$ cat src/rtl/deadlock_monitor_pkg.sv
// Shared types and constants for the parametrised deadlock monitor.
// Optional peak-stall tracking is enabled by DEADLOCK_MONITOR_PEAK_EN (see top).
package deadlock_monitor_pkg;

    typedef enum logic [1:0] {
        IDLE     = 2'd0,
        WATCH    = 2'd1,
        DEADLOCK = 2'd2
    } dlm_state_e;

    localparam int DLM_DEFAULT_TIMEOUT = 1024;

    // Index width for an N-entry vector; never narrower than one bit.
    function automatic int clog2_min1(input int n);
        return (n <= 1) ? 1 : $clog2(n);
    endfunction

endpackage

$ cat src/rtl/dlm_prio_enc.sv
// Lowest-set-bit priority encoder with a valid flag.
module dlm_prio_enc #(
    parameter int N = 6,
    parameter int W = 3
) (
    input  logic [N-1:0] vec_i,
    output logic [W-1:0] idx_o,
    output logic         valid_o
);

    // Scan from the top bit down so the lowest set bit is written last and wins.
    always_comb begin
        idx_o   = '0;
        valid_o = |vec_i;
        for (int unsigned i = 0; i < N; i++) begin
            if (vec_i[N-1-i]) begin
                idx_o = W'(N - 1 - i);
            end
        end
    end

endmodule

$ cat src/rtl/deadlock_monitor_param.sv
// Deadlock monitor for HLS dataflow kernels: declares deadlock after the
// "all instances idle-or-blocked, some blocked, no AXIS stall" condition
// holds for TIMEOUT consecutive cycles, then holds a diagnostic snapshot
// until cleared.
// Optional: define DEADLOCK_MONITOR_PEAK_EN to add the max_stall output.
module deadlock_monitor_param
    import deadlock_monitor_pkg::*;
#(
    parameter int N_INST  = 6,
    parameter int N_AXIS  = 2,
    parameter int TIMEOUT = DLM_DEFAULT_TIMEOUT,
    parameter int CNT_W   = 16,
    parameter int IDX_W   = clog2_min1(N_INST)
) (
    input  logic              kernel_monitor_clock,
    input  logic              kernel_monitor_reset,
    input  logic [N_AXIS-1:0] axis_block_sigs,
    input  logic [N_INST-1:0] inst_idle_sigs,
    input  logic [N_INST-1:0] inst_block_sigs,
    input  logic              clear,
    output logic              block,
    output logic              block_pulse,
    output logic [N_INST-1:0] blocked_mask,
    output logic [IDX_W-1:0]  first_blk_idx,
    output logic [CNT_W-1:0]  stall_cycles
`ifdef DEADLOCK_MONITOR_PEAK_EN
    ,
    output logic [CNT_W-1:0]  max_stall
`endif
);

    localparam logic [CNT_W-1:0] THRESH     = CNT_W'(TIMEOUT - 1);
    localparam logic [CNT_W-1:0] TIMEOUT_V  = CNT_W'(TIMEOUT);
    localparam bit               DIRECT_HIT = (TIMEOUT == 1);

    dlm_state_e        state_q;
    logic              block_q;
    logic              pulse_q;
    logic [N_INST-1:0] mask_q;
    logic [IDX_W-1:0]  idx_q;
    logic [CNT_W-1:0]  stall_q;

    logic              cand_d;
    logic              detect_d;
    logic [CNT_W-1:0]  stall_inc_d;
    logic [IDX_W-1:0]  prio_idx;
    logic              prio_valid;

    dlm_prio_enc #(
        .N (N_INST),
        .W (IDX_W)
    ) u_prio (
        .vec_i   (inst_block_sigs),
        .idx_o   (prio_idx),
        .valid_o (prio_valid)
    );

    // Candidate condition, threshold hit and saturating counter increment.
    always_comb begin
        cand_d      = (&(inst_idle_sigs | inst_block_sigs)) & (|inst_block_sigs)
                      & ~(|axis_block_sigs);
        stall_inc_d = (stall_q == '1) ? stall_q : stall_q + CNT_W'(1);
        detect_d    = 1'b0;
        if (cand_d && prio_valid) begin
            if (state_q == IDLE && DIRECT_HIT) begin
                detect_d = 1'b1;
            end else if (state_q == WATCH && stall_q == THRESH) begin
                detect_d = 1'b1;
            end
        end
    end

    // Monitor FSM with registered snapshot outputs; reset dominates clear.
    always_ff @(posedge kernel_monitor_clock) begin
        if (kernel_monitor_reset) begin
            state_q <= IDLE;
            block_q <= 1'b0;
            pulse_q <= 1'b0;
            mask_q  <= '0;
            idx_q   <= '0;
            stall_q <= '0;
        end else begin
            pulse_q <= 1'b0;
            if (detect_d) begin
                // TIMEOUT==1 reaches here straight from IDLE with identical captures.
                state_q <= DEADLOCK;
                block_q <= 1'b1;
                pulse_q <= 1'b1;
                mask_q  <= inst_block_sigs;
                idx_q   <= prio_idx;
                stall_q <= TIMEOUT_V;
            end else begin
                case (state_q)
                    IDLE: begin
                        if (cand_d) begin
                            state_q <= WATCH;
                            stall_q <= CNT_W'(1);
                        end else begin
                            stall_q <= '0;
                        end
                    end
                    WATCH: begin
                        if (!cand_d) begin
                            state_q <= IDLE;
                            stall_q <= '0;
                        end else begin
                            stall_q <= stall_inc_d;
                        end
                    end
                    DEADLOCK: begin
                        if (clear) begin
                            state_q <= IDLE;
                            block_q <= 1'b0;
                            mask_q  <= '0;
                            idx_q   <= '0;
                            stall_q <= '0;
                        end
                    end
                    default: begin
                        state_q <= IDLE;
                        stall_q <= '0;
                    end
                endcase
            end
        end
    end

    assign block         = block_q;
    assign block_pulse   = pulse_q;
    assign blocked_mask  = mask_q;
    assign first_blk_idx = idx_q;
    assign stall_cycles  = stall_q;

`ifdef DEADLOCK_MONITOR_PEAK_EN
    logic [CNT_W-1:0] max_q;

    // Peak stall tracker, lags stall_cycles by one cycle; only reset clears it.
    always_ff @(posedge kernel_monitor_clock) begin
        if (kernel_monitor_reset) begin
            max_q <= '0;
        end else if (stall_q > max_q) begin
            max_q <= stall_q;
        end
    end

    assign max_stall = max_q;
`endif

endmodule

$ cat config.mk
export PLATFORM = sky130hd
export DESIGN_NAME = deadlock_monitor_param
export DESIGN_NICKNAME = d
export VERILOG_FILES = /design/src/rtl/deadlock_monitor_pkg.sv /design/src/rtl/dlm_prio_enc.sv /design/src/rtl/deadlock_monitor_param.sv
export SDC_FILE = /design/constraint.sdc
export NUM_CORES = 1
export LEC_CHECK = 0
export CAP_MARGIN = 20
export CORE_MARGIN = 2
export CORE_UTILIZATION = 42
export DETAILED_ROUTE_END_ITERATION = 6
export GPL_TIMING_DRIVEN = 0
export PLACE_DENSITY = 0.76
export RECOVER_POWER = 50
export SLEW_MARGIN = 20
export SYNTH_ARGS = -nofsm -noshare
export SYNTH_HDL_FRONTEND = slang
export SYNTH_HIERARCHICAL = 1
export SYNTH_SLANG_ARGS = --single-unit
$ cat constraint.sdc
create_clock -name kernel_monitor_clock -period 2.2 [get_ports kernel_monitor_clock]
set_input_delay 0.44 -clock kernel_monitor_clock [delete_from_list [all_inputs] [get_ports kernel_monitor_clock]]
set_output_delay 0.44 -clock kernel_monitor_clock [all_outputs]
set_load 0.005 [all_outputs]
==> key figures <==
Synthesis
  – Largest cells by area after synthesis: sky130_fd_sc_hd__dfxtp_1 (40%), sky130_fd_sc_hd__a21oi_1 (6.8%), sky130_fd_sc_hd__nand3_1 (6.8%), sky130_fd_sc_hd__nor2_1 (6.4%), sky130_fd_sc_hd__nand2_1 (4.9%)
  – Post-synth top area share: 0.396
  – EDFF count, synth: 0
  – Async set-reset flop share out of synthesis: 0
  – Synthesized area per cell: 8.05 um^2
  – Most common cell in the synthesized netlist: sky130_fd_sc_hd__dfxtp_1
  – Synthesized flop and latch total: 29
  – Total nets after synthesis: 200
  – Top post-synthesis cells by count: sky130_fd_sc_hd__dfxtp_1 (29), sky130_fd_sc_hd__nor2_1 (25), sky130_fd_sc_hd__a21oi_1 (20), sky130_fd_sc_hd__nand3_1 (20), sky130_fd_sc_hd__nand2_1 (19)
  – Area of the mapped netlist: 1470 um^2
  – Warnings from Yosys: 6
  – Synthesized instance count: 182
  – Yosys top cell by area: sky130_fd_sc_hd__dfxtp_1
  – Sequential area share after synthesis: 0.396
  – Most frequently used flop master after synthesis: sky130_fd_sc_hd__dfxtp_1
  – Number of distinct standard cells referenced by the synthesized netlist: 39

Global routing
  – Wire length of the first global-routing pass: 6410 um
  – Met1 usage: 0.273
  – Vias in the first global route: 1364
  – GRT Residual Overflow: 0
  – Met3 track utilization from global routing: 0.0321
  – Highest-utilization routing layer at the global route stage: met2
  – Maximum number of pins on one net before global-route repair: 11
  – Overall fraction of global-route tracks in use: 0.202
  – GR Layer Usage met2: 0.314
  – Number of antenna violations at the first check in global routing: 0

Placement
  – Estimated wirelength of the detail-placed design: 2740 um
  – Cell area after placement: 1950 um^2
  – Number of input and output port buffers inserted: 43
  – Routability-driven placement congestion ratio: 0.869
  – Placed instance count: 271

STA
  – Fraction of the cycle the final worst path needs: 0.963
  – Fin. max-slew vios: 0
  – Post-layout min period: 2.12 ns
  – Worst-case clock skew: 0.00234 ns
  – Final hold vios: 0
  – Summed negative setup slack over all endpoints: 0 ns
  – Max-slew headroom: 0.564
  – Endpoints failing setup: 0
  – Max Clk Rate: 472 MHz
  – Transition time of the tightest slew-check pin: 0.647 ns

Run
  – Number of max-capacitance violations reported: 0

Clock network
  – Post-CTS clock slew at the launch and capture registers of the worst setup and hold paths: 0.09 ns
  – Worst-skew pair later-pin latency: 0.33 ns
  – TritonCTS Buffers: 5
  – TritonCTS sink count: 29
  – Cell at the root of the clock tree: sky130_fd_sc_hd__clkbuf_4
  – CTS H-Tree Depth: 2
  – Number of buffers inserted by hold repair at cts: 0
  – Buffer depth of the longest clock path: 2
  – Clock tree from TritonCTS: built

Floorplan
  – Die Span Y: 63.1 um
  – I/O pins: 44
  – Overall die area: 3980 um^2
  – Die Wd: 63.1 um
  – Placement row count: 21
  – Area of the core region: 3340 um^2
  – Initial standard-cell utilization of the core: 0.439

Routing
  – Number of antenna-violating nets in the routed design: 0
  – Average detailed-routed wire length per instance: 13.3 um
  – Vias per Instance: 5.39
  – Initial DRC count: 70
  – Routed vias: 1521
  – DRT Wirelength: 3760 um
  – Final routed DRC violation total: 0
  – Pre-Repair DR Iteration Count: 5

Critical path
  – Start point of the critical path: inst_block_sigs[2]
  – Crit path to: first_blk_idx[1]$_SDFFE_PP0P_
  – Required time at the worst-slack endpoint: 2.41 ns
  – Startpoint kind of the worst setup timing path: primary input
  – Data arrival time of the critical path: 2.32 ns
  – FF-to-FF setup slack: 0.18 ns
  – Reg2reg start: stall_cycles[4]$_SDFFE_PP0P_
  – Path type of the worst setup path: primary input to flop
  – Kind of end point of the critical path: flop
  – Maximum net fanout on the critical path: 10
  – Path depth of the worst reg2reg path: 7
  – Terminus of the critical flop-to-flop path: blocked_mask[2]$_SDFFE_PP0P_

Pwr
  – Peak supply drop: 0.294 mV
  – Cell Pwr Density: 464 nW/um^2
  – Clock network power share: 0.383
  – Internal Dissipation: 744 uW
  – Leakage component of the power: 0.000840 uW
  – Comb pwr share: 0.071
  – Switching share of total power: 0.227
  – Switching power total: 219 uW
  – Sequential Power Share: 0.545
  – Total chip power: 963 uW

Final layout
  – Number of nets in the finished design: 253
  – Antenna diode instance count: 0
  – Finished Core Util: 0.623
  – Layout filler cell count: 305
  – Share of post-route cells with drive strength above 1: 0.123
  – Layout Area Growth over Synthesis: 41.8%
  – Final std cell area, no fill: 2080 um^2
  – Final Non-Filler Cells: 282

Run status
  – Status: complete, no violations

Min path
  – HP Class: primary input to flop
==> critical path: stages <==
cell and delay, ns:
sky130_fd_sc_hd__buf_2 0.13, sky130_fd_sc_hd__or4_4 0.54, sky130_fd_sc_hd__or3_4 0.34, sky130_fd_sc_hd__nor4b_1 0.15
sky130_fd_sc_hd__and3_2 0.25, sky130_fd_sc_hd__and2b_1 0.19, sky130_fd_sc_hd__buf_6 0.14, sky130_fd_sc_hd__nand2_1 0.07
sky130_fd_sc_hd__a21oi_1 0.06
==> state kept, by name (all words and copies together) (netlist names) <==
name / cells
stall_cycles: 16
blocked_mask: 6
first_blk_idx: 3
state_q: 2
block: 1
block_pulse: 1
==> power by group through the flow <==
| stage | clock [uW] | combinational, uW | sequential (uW) |
|---|---|---|---|
| after floorplan | 0 | 23.1 | 538 |
| final | 369 | 68.5 | 526 |
| after global placement | 0 | 64.3 | 538 |
| after detailed placement | 0 | 65.4 | 538 |
| after global routing | 408 | 74.2 | 526 |
| after CTS | 378 | 67.4 | 526 |
==> layout make-up <==
class	instances	area [um^2]	area share
buffer	5	33.8	0.0163
tap	46	57.6	0.0277
sequential	29	581	0.279
inverter	5	18.8	0.00903
clock buffer	7	65.1	0.0313
timing repair buffer	46	435	0.210
clock inverter	1	5.00	0.00241
multi-input combinational	143	882	0.424
==> worst min path at each step <==
stage / startpoint / end / slack (ns) / depth (start not counted)
after global placement: block$_SDFFE_PP0P_ / block$_SDFFE_PP0P_ / 0.45 / 2
after floorplan: block$_SDFFE_PP0P_ / block$_SDFFE_PP0P_ / 0.45 / 2
after detailed placement: block$_SDFFE_PP0P_ / block$_SDFFE_PP0P_ / 0.45 / 2
after global routing: inst_block_sigs[0] / blocked_mask[0]$_SDFFE_PP0P_ / 0.40 / 3
final: inst_block_sigs[2] / blocked_mask[2]$_SDFFE_PP0P_ / 0.39 / 3
after CTS: block$_SDFFE_PP0P_ / block$_SDFFE_PP0P_ / 0.47 / 2
==> per-stage QoR <==
stage	worst slack, ns	hold WS, ns
CTS	0.00485	0.466
global route	-0.0137	0.400
floorplan	0.0375	0.453
detailed placement	-0.727	0.453
global placement	-0.693	0.447
finish	0.0825	0.394
==> cells in the final DEF, fill, tap and decap left out, types with 2 or more instances in the layout <==
master                            count
sky130_fd_sc_hd__nor3_1               7
sky130_fd_sc_hd__clkbuf_1             3
sky130_fd_sc_hd__inv_1                5
sky130_fd_sc_hd__dlygate4sd3_1       27
sky130_fd_sc_hd__nand2_1             19
sky130_fd_sc_hd__clkbuf_4             5
sky130_fd_sc_hd__dfxtp_1             29
sky130_fd_sc_hd__nand4_1              8
sky130_fd_sc_hd__buf_2                2
sky130_fd_sc_hd__o22ai_1              3
sky130_fd_sc_hd__and4_1               2
sky130_fd_sc_hd__buf_4                3
sky130_fd_sc_hd__o21ai_0              3
sky130_fd_sc_hd__nor2_1              24
sky130_fd_sc_hd__xor2_1               7
sky130_fd_sc_hd__nand3_1             20
sky130_fd_sc_hd__clkbuf_2             2
sky130_fd_sc_hd__and3_1               3
sky130_fd_sc_hd__buf_6                2
sky130_fd_sc_hd__clkdlybuf4s50_1     11
sky130_fd_sc_hd__nand4_4              2
sky130_fd_sc_hd__a21oi_1             20
sky130_fd_sc_hd__clkbuf_8             2
sky130_fd_sc_hd__nor4_1               3
==> cells by family (layout without fill, tap and decap cells) <==
family / count (synthesis) / after routing / share of synthesized area
AND/OR/NAND/NOR: 102 / 102 / 0.379
AO/OA/AOI/OAI: 33 / 33 / 0.143
flip-flops: 29 / 29 / 0.396
buffers and inverters: 10 / 64 / 0.0316
XOR/XNOR: 7 / 7 / 0.0418
adder cells (fa/ha/maj): 1 / 1 / 0.00854
==> per-layer routing <==
metal  routed length (um)  share of wire
met4                   55          0.015
met5                    0              0
met1                 1720           0.46
met2                 1790           0.48
met3                  190          0.051
==> what timing repair did <==
| action | in CTS | in global routing |
|---|---|---|
| cloned | 1 | 0 |
| pin swaps | 4 | 3 |
| resized for setup | 17 | 9 |
| setup endpoints to repair | 28 | 27 |
| setup buffers | 1 | 1 |
(Power assumes the default switching activity.)
